[config.mk]
export PLATFORM = sky130hd
export DESIGN_NAME = sha256_chain_state
export DESIGN_NICKNAME = d
export VERILOG_FILES = /design/src/rtl/sha256_chain_state.sv
export SDC_FILE = /design/constraint.sdc
export NUM_CORES = 1
export LEC_CHECK = 0
export BUFFER_PORTS_ARGS = -buffer_cell sky130_fd_sc_hd__buf_2
export CORE_AREA = 5 5 302 304
export DETAILED_ROUTE_END_ITERATION = 8
export DIE_AREA = 0 0 307 309
export PLACE_DENSITY = 0.6
export RECOVER_POWER = 25
export SLEW_MARGIN = 20
export SYNTH_ARGS = -nofsm -noshare
export SYNTH_HDL_FRONTEND = slang
export SYNTH_SLANG_ARGS = --single-unit
[constraint.sdc]
create_clock -name clk -period 7.36 [get_ports clk]
set_clock_uncertainty 0.1 [all_clocks]
set_input_delay 1.104 -clock clk [delete_from_list [all_inputs] [get_ports clk]]
set_output_delay 1.104 -clock clk [all_outputs]
set_load 0.02 [all_outputs]
[src/rtl/sha256_chain_state.sv]
// sha256_chain_state: SHA-256 chaining-value bank with block counter and digest handshake.
// Define SHA_CHAIN_DOUBLE_HASH_EN to enable the two-pass (double hash) mode.
module sha256_chain_state #(
  parameter int WORD_W = 32,
  parameter int NUM_WORDS = 8,
  parameter logic [WORD_W*NUM_WORDS-1:0] IV = {32'h5be0cd19, 32'h1f83d9ab, 32'h9b05688c, 32'h510e527f,
                                               32'ha54ff53a, 32'h3c6ef372, 32'hbb67ae85, 32'h6a09e667},
  parameter int CNT_W = 8
) (
  input  logic                        clk,
  input  logic                        rst_n,
  input  logic                        init,
  input  logic                        dbl,
  input  logic                        upd_valid,
  output logic                        upd_ready,
  input  logic                        upd_last,
  input  logic [WORD_W*NUM_WORDS-1:0] upd_work,
  output logic [WORD_W*NUM_WORDS-1:0] h_state,
  output logic [CNT_W-1:0]            blk_cnt,
  output logic                        cnt_ovf,
  output logic                        pass,
  output logic                        dig_valid,
  input  logic                        dig_ready,
  output logic [WORD_W*NUM_WORDS-1:0] digest
);
  typedef enum logic [1:0] {IDLE, ACCUM, DONE} state_t;
  state_t state;
  logic [WORD_W*NUM_WORDS-1:0] sum;
  logic dbl_go;
  always_comb begin
    sum = '0;
    for (int i = 0; i < NUM_WORDS; i++)
      sum[i*WORD_W +: WORD_W] = h_state[i*WORD_W +: WORD_W] + upd_work[i*WORD_W +: WORD_W];
  end
`ifdef SHA_CHAIN_DOUBLE_HASH_EN
  logic dbl_q;
  always_ff @(posedge clk or negedge rst_n)
    if (!rst_n) dbl_q <= 1'b0;
    else if (init) dbl_q <= dbl;
  assign dbl_go = dbl_q && !pass;
`else
  logic unused_dbl;
  assign unused_dbl = dbl;
  assign dbl_go = 1'b0;
`endif
  always_ff @(posedge clk or negedge rst_n) begin
    if (!rst_n) begin
      state <= IDLE;
      h_state <= IV;
      digest <= '0;
      blk_cnt <= '0;
      cnt_ovf <= 1'b0;
      pass <= 1'b0;
      dig_valid <= 1'b0;
      upd_ready <= 1'b0;
    end else if (init) begin
      state <= ACCUM;
      h_state <= IV;
      blk_cnt <= '0;
      cnt_ovf <= 1'b0;
      pass <= 1'b0;
      dig_valid <= 1'b0;
      upd_ready <= 1'b1;
    end else begin
      case (state)
        ACCUM: if (upd_valid && upd_ready) begin
          h_state <= sum;
          blk_cnt <= blk_cnt == '1 ? blk_cnt : blk_cnt + 1'b1;
          cnt_ovf <= cnt_ovf | (blk_cnt == '1);
          if (upd_last) begin
            digest <= sum;
            // First pass of a double hash restarts from IV instead of finishing
            if (dbl_go) begin
              h_state <= IV;
              blk_cnt <= '0;
              pass <= 1'b1;
            end else begin
              dig_valid <= 1'b1;
              upd_ready <= 1'b0;
              state <= DONE;
            end
          end
        end
        DONE: if (dig_ready) begin
          dig_valid <= 1'b0;
          state <= IDLE;
        end
        default: ;
      endcase
    end
  end
endmodule

Yosys cells after proc, flatten, opt, wreduce, memory -nomap -nowiden:

Index checks and enable logic that the tools add are counted.

* register bits: 525
* input bits: 263
* output and inout port bits: 524
* word-level logic and storage cells: 59

* add/subtract/negate cells: 9
* equal/unequal tests: 7
* mux-type cells: 24
* bitwise operators: 2
* reduce and logical (&&, ||, !) cells: 10

Operators by type and width (count)
* two-way mux 256 bit: 3
* adder 32 bit: 8
* two-way mux 8 bit: 4
* two-way mux 1 bit: 11
* != test 3 bit, second input constant: 3
* adder 8 x 1 -> 8 bit, second input constant: 1
* equality test 8 bit, second input constant: 1
* two-way mux 2 bit: 4
* AND reduction 4 bit: 2
* AND reduction 3 bit: 2
* nonzero test 2 bit: 3
* case mux 2 bit (2 select lines): 1
* nonzero test 3 bit: 1
* equality test 2 x 1 -> 1 bit, second input constant: 1
* equality test 2 bit, second input constant: 1
* != test 2 bit, second input constant: 1
* case mux 1 bit (2 select lines): 1
* AND reduction 2 bit: 1
* logical AND 1 bit: 1
* NOT 1 bit: 1
* OR 1 bit: 1

Depth between registers and ports, before layout:

Gate-level depths: netlist (run 1).

* word-level depth: 5
* depth in mapped cells: 13
* depth with buffers taken out: 13

Worst setup path after synthesis (run 1):

Ideal clock, no wire load.

* kind: input port to flip-flop
* start point: in upd_work[0]
* end point: reg digest[30]
* setup time: 0.130 ns
* arrival: 3.792 ns
* setup slack: 3.338 ns
* stages: 12
* path buffers: 0
* cell sequence: ha_1 -> fa_1 -> a21o_1 -> a21oi_1 -> o21ai_0 -> a211oi_1 -> nor4_1 -> o41ai_2 -> o31ai_1 -> a21oi_1 -> xor2_1 -> o21ai_0

* longest elaborated chain between the ends: 1

Ends and longest elaborated chain
* start: declaration: RTL line 17 `input logic [WORD_W*NUM_WORDS-1:0] upd_work,`
* adder 32 bit: RTL line 33 `sum[i*WORD_W +: WORD_W] = h_state[i*WORD_W +: WORD_W] + upd_work[i*WORD_W +: WORD_W];`
* end signal: assignment: RTL line 71 `digest <= sum;`
* end: declaration: RTL line 24 `output logic [WORD_W*NUM_WORDS-1:0] digest`

Every way passes these cells.
A chain may end at the register's enable or synchronous reset.

Final worst setup path (run 1):

* start point: in upd_valid
* end point: reg state[0]

* longest elaborated chain between the ends: 3

Ends and longest elaborated chain
* start: declaration: RTL line 14 `input logic upd_valid,`
* logical AND 1 bit: RTL line 66 `ACCUM: if (upd_valid && upd_ready) begin`
* != test 3 bit (no source line)
* AND reduction 4 bit (no source line)
* end signal: assignment: RTL line 57 `state <= ACCUM;`
* end signal: assignment: RTL line 80 `state <= DONE;`
* end signal: assignment: RTL line 86 `state <= IDLE;`
* end: declaration: RTL line 27 `state_t state;`

Every way passes these cells.

==> results of run 1 <==
-- sequential cells by signal (all words and copies together) (netlist names) --
name / count
cnt_ovf: 1
upd_ready: 1
h_state: 256
state: 2
blk_cnt: 8
digest: 256
-- layout by cell type, fill, tap and decap left out, drive strengths merged, types with 44 or more instances in the layout --
cell	netlist	final
nand3	77	77
a21o	115	115
nand2	853	853
ha	249	249
dfrtp	388	388
a21oi	340	340
a211oi	44	44
dfstp	136	136
o211ai	116	116
xor2	100	100
buf	6	797
nor2	154	154
o21ai	292	292
xnor2	138	138
clkbuf	161	108
inv	76	78
-- worst paths after layout --
check	startpoint	to	slack [ns]	depth (start not counted)
min reg2reg	digest[23]	digest[23]	0.37	2
min	digest[23]	digest[23]	0.37	2
max in group asynchronous	rst_n	h_state[149]	2.37	2
max	upd_valid	state[0]	2.18	6
min in group asynchronous	rst_n	digest[0]	0.51	1
max reg2reg	state[1]	state[0]	2.32	5
-- cells by family after synthesis --
logic type / count (synthesis) / share of synthesized area
AO/OA/AOI/OAI: 1091 / 0.210
other: 1 / 0.000117
XOR/XNOR: 239 / 0.0658
adder cells (fa/ha/maj): 257 / 0.102
AND/OR/NAND/NOR: 1298 / 0.174
multiplexers: 13 / 0.00430
flip-flops: 524 / 0.415
buffers and inverters: 243 / 0.0286
-- critical path: stages --
cell	delay, ns
clkbuf_1	0.10
and4b_1	0.55
clkbuf_1	2.87
o21ai_0	0.56
nand2_1	0.25
nand2_1	0.07
-- per-layer routing --
layer  global-route usage  wire length [um]  vias up
li1                     -                 -    14400
met1                0.289             46800    14200
met2                0.391             54700      982
met3               0.0595              9240      210
met4               0.0926              4390       10
met5                    0                62        -
-- stage by stage --
step	power (mW)	instance area, um^2	setup WS (ns)
after floorplan	8.48	32000	3.34
after global placement	10.7	37000	2.47
after detailed placement	10.7	37000	2.50
after CTS	14.3	39300	3.13
after global routing	15.1	39300	1.53
final	14.2	39300	2.18
-- cell type report --
cell class	instances	area share
well taps	1165	0.0371
inverters	76	0.00732
clock inverters	20	0.00802
clock buffers	99	0.0503
flip-flops and latches	524	0.338
multi-input cells	2899	0.454
repair buffers	806	0.104
diodes	24	0.00153
-- power breakdown --
group / total (mW) / switching [mW] / internal, mW / leakage, nW
Sequential: 4.48 / 0.604 / 3.88 / 6.41
Combinational: 6.21 / 4.07 / 2.13 / 11.9
Clock: 3.47 / 1.32 / 2.14 / 1.12
==> results.md, run 1 <==
- Number of global-route vias before repair: 29400
- Area of the die: about 95000 um^2
- Critical path type: input port to flop
- Unrepaired setup endpoints after global routing: no
- Relative slew slack: -1.72
- Status: complete, but fails checks
- Die height: 309 um
- DR iter-0 viols: between 1500 and 2000
- Drt pass-1 iters: 5
- Ys async rst share: 1.00
- Worst Hold Class: flop to flop
- Dpl cells: 5470
- Gr ovfl total: 0
- Synth warnings: 0
- I/O Pins: 787
- Fin nets: 4893
- Final design utilization: 0.447
- Yosys top cell by area: dfrtp_1
- GPL Wtd Cong: approximately 0.9
- H-tree levels: 3
- Setup repair bufs after CTS: 0
- Synth Instances: 3666
- Crit path DAT: 5.51 ns
- Number of nets with antenna violations after routing: 0
- Ratio of cells with drive above 1 in the final layout: 0.243
- Pleak: 19.4 nW
- Die width: just over 300 um
- Commonest cells in the netlist: nand2_1, dfrtp_1, a21oi_1
- Max Slew Vio Count: 471
- Vias: 29800
- Crit-path max FO: 67
- Initial Utilization: 0.364
- Clock Sinks: 524
- CTS Buffer Depth: 3
- Failing checks: max-capacitance violations, max-slew violations
- Yosys top cell area share: 0.303
- Top cells by area, synth: dfrtp_1, dfstp_2, nand2_1
- HPWL after detailed placement: around 86000 um
- Final wirelength: 115000 um
- Synth Register Bits: 524
- TNS Setup: 0 ns
- Multi-input gate area: 17900 um^2
- Num rows: 109
- Most frequent cell after synthesis: nand2_1
- Sequential-to-total area share from yosys stat: 0.415
- Drc violations: 0
- Area Growth Syn to Fin: 22.8%
- Worst IR Drop VDD: 0.235 mV
- Post-Syn Area: 32000 um^2
- Sequential Area: 13300 um^2
- Num CTS Buffers: 66
- Critical Path Start Type: input port
- Post-cts resize count: 0
- First-pass GRT wire length: 176000 um
- Core area: around 90000 um^2
- Synthesized Nets: 4186
- Clk Latency, worst-skew pair: about 0.6 ns
- Max Freq: 193 MHz
- Number of enable flip-flop cells after synthesis: 0
- Dominant synthesized flop cell: dfrtp_1
- Worst path required time: roughly 7.7 ns
- Period utilisation layout: 0.703
- Final Hold Fails: 0
- Nature of the critical path endpoint: flop
- Largest net degree at the start of global routing: about 220
- Non-Filler Instances: between 5000 and 6000
- PD cells: 360 nW/um^2
- Post-CTS Hold Fix Bufs: 0
- Worst-Margin Slew: 4.08 ns
- Vias per cell: 5.31
- TritonCTS clock tree: done
- Fin Hold WS: 0.368 ns
- Max-cap violations: 8
- Final min period: 5.18 ns
- Routed WL per cell: 20.5 um
- Fillers: 8832
- Tot GR Track Use: 0.233
- Clock Pin Slew Worst Setup and Hold Paths: 0.06 ns
- Initial antenna violation count: 30
- PortBufs: 784
- Avg Synthesized Cell Area: between 8 and 9 um^2
- Final Setup Violations: 0
- Root buffer cell: clkbuf_16
- Synth unique cells: 77
(Power assumes the default switching activity.)
==> run 2: changes to the inputs <==
--- a/config.mk
+++ b/config.mk
@@ -5,11 +5,12 @@
 export SDC_FILE = /design/constraint.sdc
 export NUM_CORES = 1
 export LEC_CHECK = 0
+export ABC_AREA = 1
 export BUFFER_PORTS_ARGS = -buffer_cell sky130_fd_sc_hd__buf_2
-export CORE_AREA = 5 5 302 304
+export CORE_AREA = 5 5 305 307
 export DETAILED_ROUTE_END_ITERATION = 8
-export DIE_AREA = 0 0 307 309
-export PLACE_DENSITY = 0.6
+export DIE_AREA = 0 0 310 312
+export PLACE_DENSITY = 0.69
 export RECOVER_POWER = 25
 export SLEW_MARGIN = 20
 export SYNTH_ARGS = -nofsm -noshare
==> constraint.sdc (replaced) <==
create_clock -name clk -period 4.25 [get_ports clk]
set_clock_uncertainty 0.1 [all_clocks]
set_input_delay 0.6375 -clock clk [delete_from_list [all_inputs] [get_ports clk]]
set_output_delay 0.6375 -clock clk [all_outputs]
set_load 0.02 [all_outputs]
==> run 2 against run 1 <==
The run still ends with max-capacitance violations, max-slew violations left. Via count rose by 34%. Setup slack got worse by 1.1 ns. Routed wire length rose by 33%. Hold slack got worse by 0.10 ns. Synthesized cell count rose by 60%. Largest cell class unchanged.
==> results.md, run 2 <==
- TritonCTS clock tree: done
- Post-Syn Area: about 38000 um^2
- Root buffer cell: clkbuf_16
- Worst path required time: 4.73 ns
- CTS Buffer Depth: 3
- Final min period: 3.14 ns
- Dpl cells: 7711
- Vias: roughly 40000
- Most frequent cell after synthesis: nand2_1
- Clock Sinks: between 500 and 600
- Gr ovfl total: 0
- Max Slew Vio Count: 65
- Final Setup Violations: 0
- Die height: about 310 um
- Max Freq: 319 MHz
- Period utilisation layout: 0.738
- Failing checks: max-capacitance violations, max-slew violations
- H-tree levels: 3
- Synthesized Nets: about 6400
- Yosys top cell by area: dfrtp_1
- Initial antenna violation count: 32
- Num rows: 110
- Avg Synthesized Cell Area: 6.51 um^2
- Critical path type: input port to asynchronous set/reset pin
- Ratio of cells with drive above 1 in the final layout: 0.162
- Area of the die: 96700 um^2
- Unrepaired setup endpoints after global routing: no
- Sequential-to-total area share from yosys stat: 0.349
- First-pass GRT wire length: 232000 um
- Pleak: 26.6 nW
- Drt pass-1 iters: 6
- Number of enable flip-flop cells after synthesis: 0
- Commonest cells in the netlist: nand2_1, inv_1, nand3_1
- Synth unique cells: 38
- I/O Pins: just under 800
- Critical Path Start Type: input port
- Dominant synthesized flop cell: dfrtp_1
- Number of nets with antenna violations after routing: 0
- Nature of the critical path endpoint: asynchronous set/reset pin
- Post-cts resize count: 0
- PD cells: 519 nW/um^2
- Met1 wire length: 62700 um
- Met2 wire len: around 70000 um
- Most common cell after layout, fill and taps aside: nand2_1
- Fillers: 9200
- Ys async rst share: 1.00
- TNS Setup: 0 ns
- Met3 WL: ~13000 um
- Crit-path max FO: 68
- Final Hold Fails: 0
- GPL Wtd Cong: between 0.9 and 1
- Synth Instances: between 5000 and 6000
- Area Growth Syn to Fin: 19.6%
- Vias per cell: 5.10
- Max-cap violations: 1
- Placed inst area: 43200 um^2
- Num CTS Buffers: 66
- HPWL after detailed placement: 119000 um
- Worst IR Drop VDD: between 0.3 and 0.4 mV
- Die width: 310 um
- Routed WL per cell: slightly below 20 um
- Synth Register Bits: between 500 and 600
- Clk Latency, worst-skew pair: 0.62 ns
- Worst-Margin Slew: 2.17 ns
- DR iter-0 viols: 3283
- Drc violations: 0
- Fin Hold WS: 0.266 ns
- Top Metal Used: met5
- Synth warnings: 0
- Core area: 89700 um^2
- Status: complete, but fails checks
- Largest regs: digest x256, h_state x256, blk_cnt x8
- Number of global-route vias before repair: 39200
- Worst Hold Class: input port to flop
- Tot GR Track Use: 0.308
- Clock Pin Slew Worst Setup and Hold Paths: around 0.06 ns
- PortBufs: 784
- Largest net degree at the start of global routing: 183
- Non-Filler Instances: 7847
- Fin area: 45500 um^2
- Final wirelength: ~150000 um
- Relative slew slack: -0.448
- Yosys top cell area share: 0.255
- Commonest cells after routing, fill and taps aside: nand2_1, inv_1, buf_2
- Crit path DAT: 3.62 ns
- Fin nets: ~7000
- Top cells by area, synth: dfrtp_1, nand2_1, dfstp_2
- Initial Utilization: 0.424
run 2: changes by cell type after synthesis, moves of 112 or more:
cell and delta:
nand2_1 +1627, inv_1 +802, nand3_1 +357, nor2_1 +178
clkbuf_1 -112, o211ai_1 -114, a21o_1 -114
run 2: final timing paths:
check | to | cells past startpoint | startpoint | slack (ns)
setup / recovery | digest[121] | 3 | rst_n | 1.11
hold / removal | digest[64] | 4 | upd_work[64] | 0.27
setup reg to reg | h_state[212] | 13 | h_state[192] | 1.51
hold reg to reg | digest[57] | 2 | digest[57] | 0.37
max in group clk | h_state[212] | 13 | h_state[192] | 1.51
min in group asynchronous | h_state[84] | 2 | rst_n | 1.10
run 2: worst max-delay path, cell delays in order:
cell and delay (ns):
dlygate4sd3_1 0.52, clkbuf_2 1.54, clkbuf_1 0.87
run 2: routing by layer:
layer	up-vias	global-route usage
met5	-	0
met4	26	0.127
met3	296	0.0737
met2	1417	0.513
met1	18500	0.384
li1	19800	-
run 2: report_power, final:
| group | total, mW | leakage, nW | switching, mW | internal (mW) |
|---|---|---|---|---|
| registers | 7.39 | 6.42 | 0.956 | 6.43 |
| clock network | 6.02 | 1.09 | 2.35 | 3.68 |
| logic | 10.2 | 19.1 | 7.06 | 3.17 |
run 2: stage by stage:
stage / power (mW) / setup slack [ns] / util
global placement: 17.5 / 1.35 / 0.482
global route: 25.1 / 0.678 / 0.507
finish: 23.6 / 1.11 / 0.508
CTS: 23.7 / 1.49 / 0.507
floorplan: 13.7 / 1.94 / -
detailed placement: 17.6 / 1.31 / 0.482
run 2: cells by family (layout without fill, tap and decap cells):
| logic type | after synthesis | count (layout) | share of synthesized area |
|---|---|---|---|
| other | 1 | 17 | 0.0000985 |
| buffers and inverters | 1010 | 1810 | 0.104 |
| AND/OR/NAND/NOR | 3421 | 3421 | 0.364 |
| XOR/XNOR | 109 | 109 | 0.0251 |
| flip-flops | 524 | 524 | 0.349 |
| adder cells (fa/ha/maj) | 257 | 257 | 0.0860 |
| AO/OA/AOI/OAI | 533 | 533 | 0.0727 |
run 2: timing repair:
action	CTS	global route
hold buffers	1	0
buffers inserted	0	0
hold endpoints to repair	41	0
endpoints found under the setup margin	0	0
run 2: layout make-up:
class	instances	area, um^2	share of cell area
diodes	16	40.0	0.000879
clock buffers	99	1990	0.0437
clock inverters	20	309	0.00678
inverters	882	3320	0.0729
multi-input cells	4321	20900	0.458
flip-flops and latches	524	13300	0.292
well taps	1176	1470	0.0323
repair buffers	809	4250	0.0933
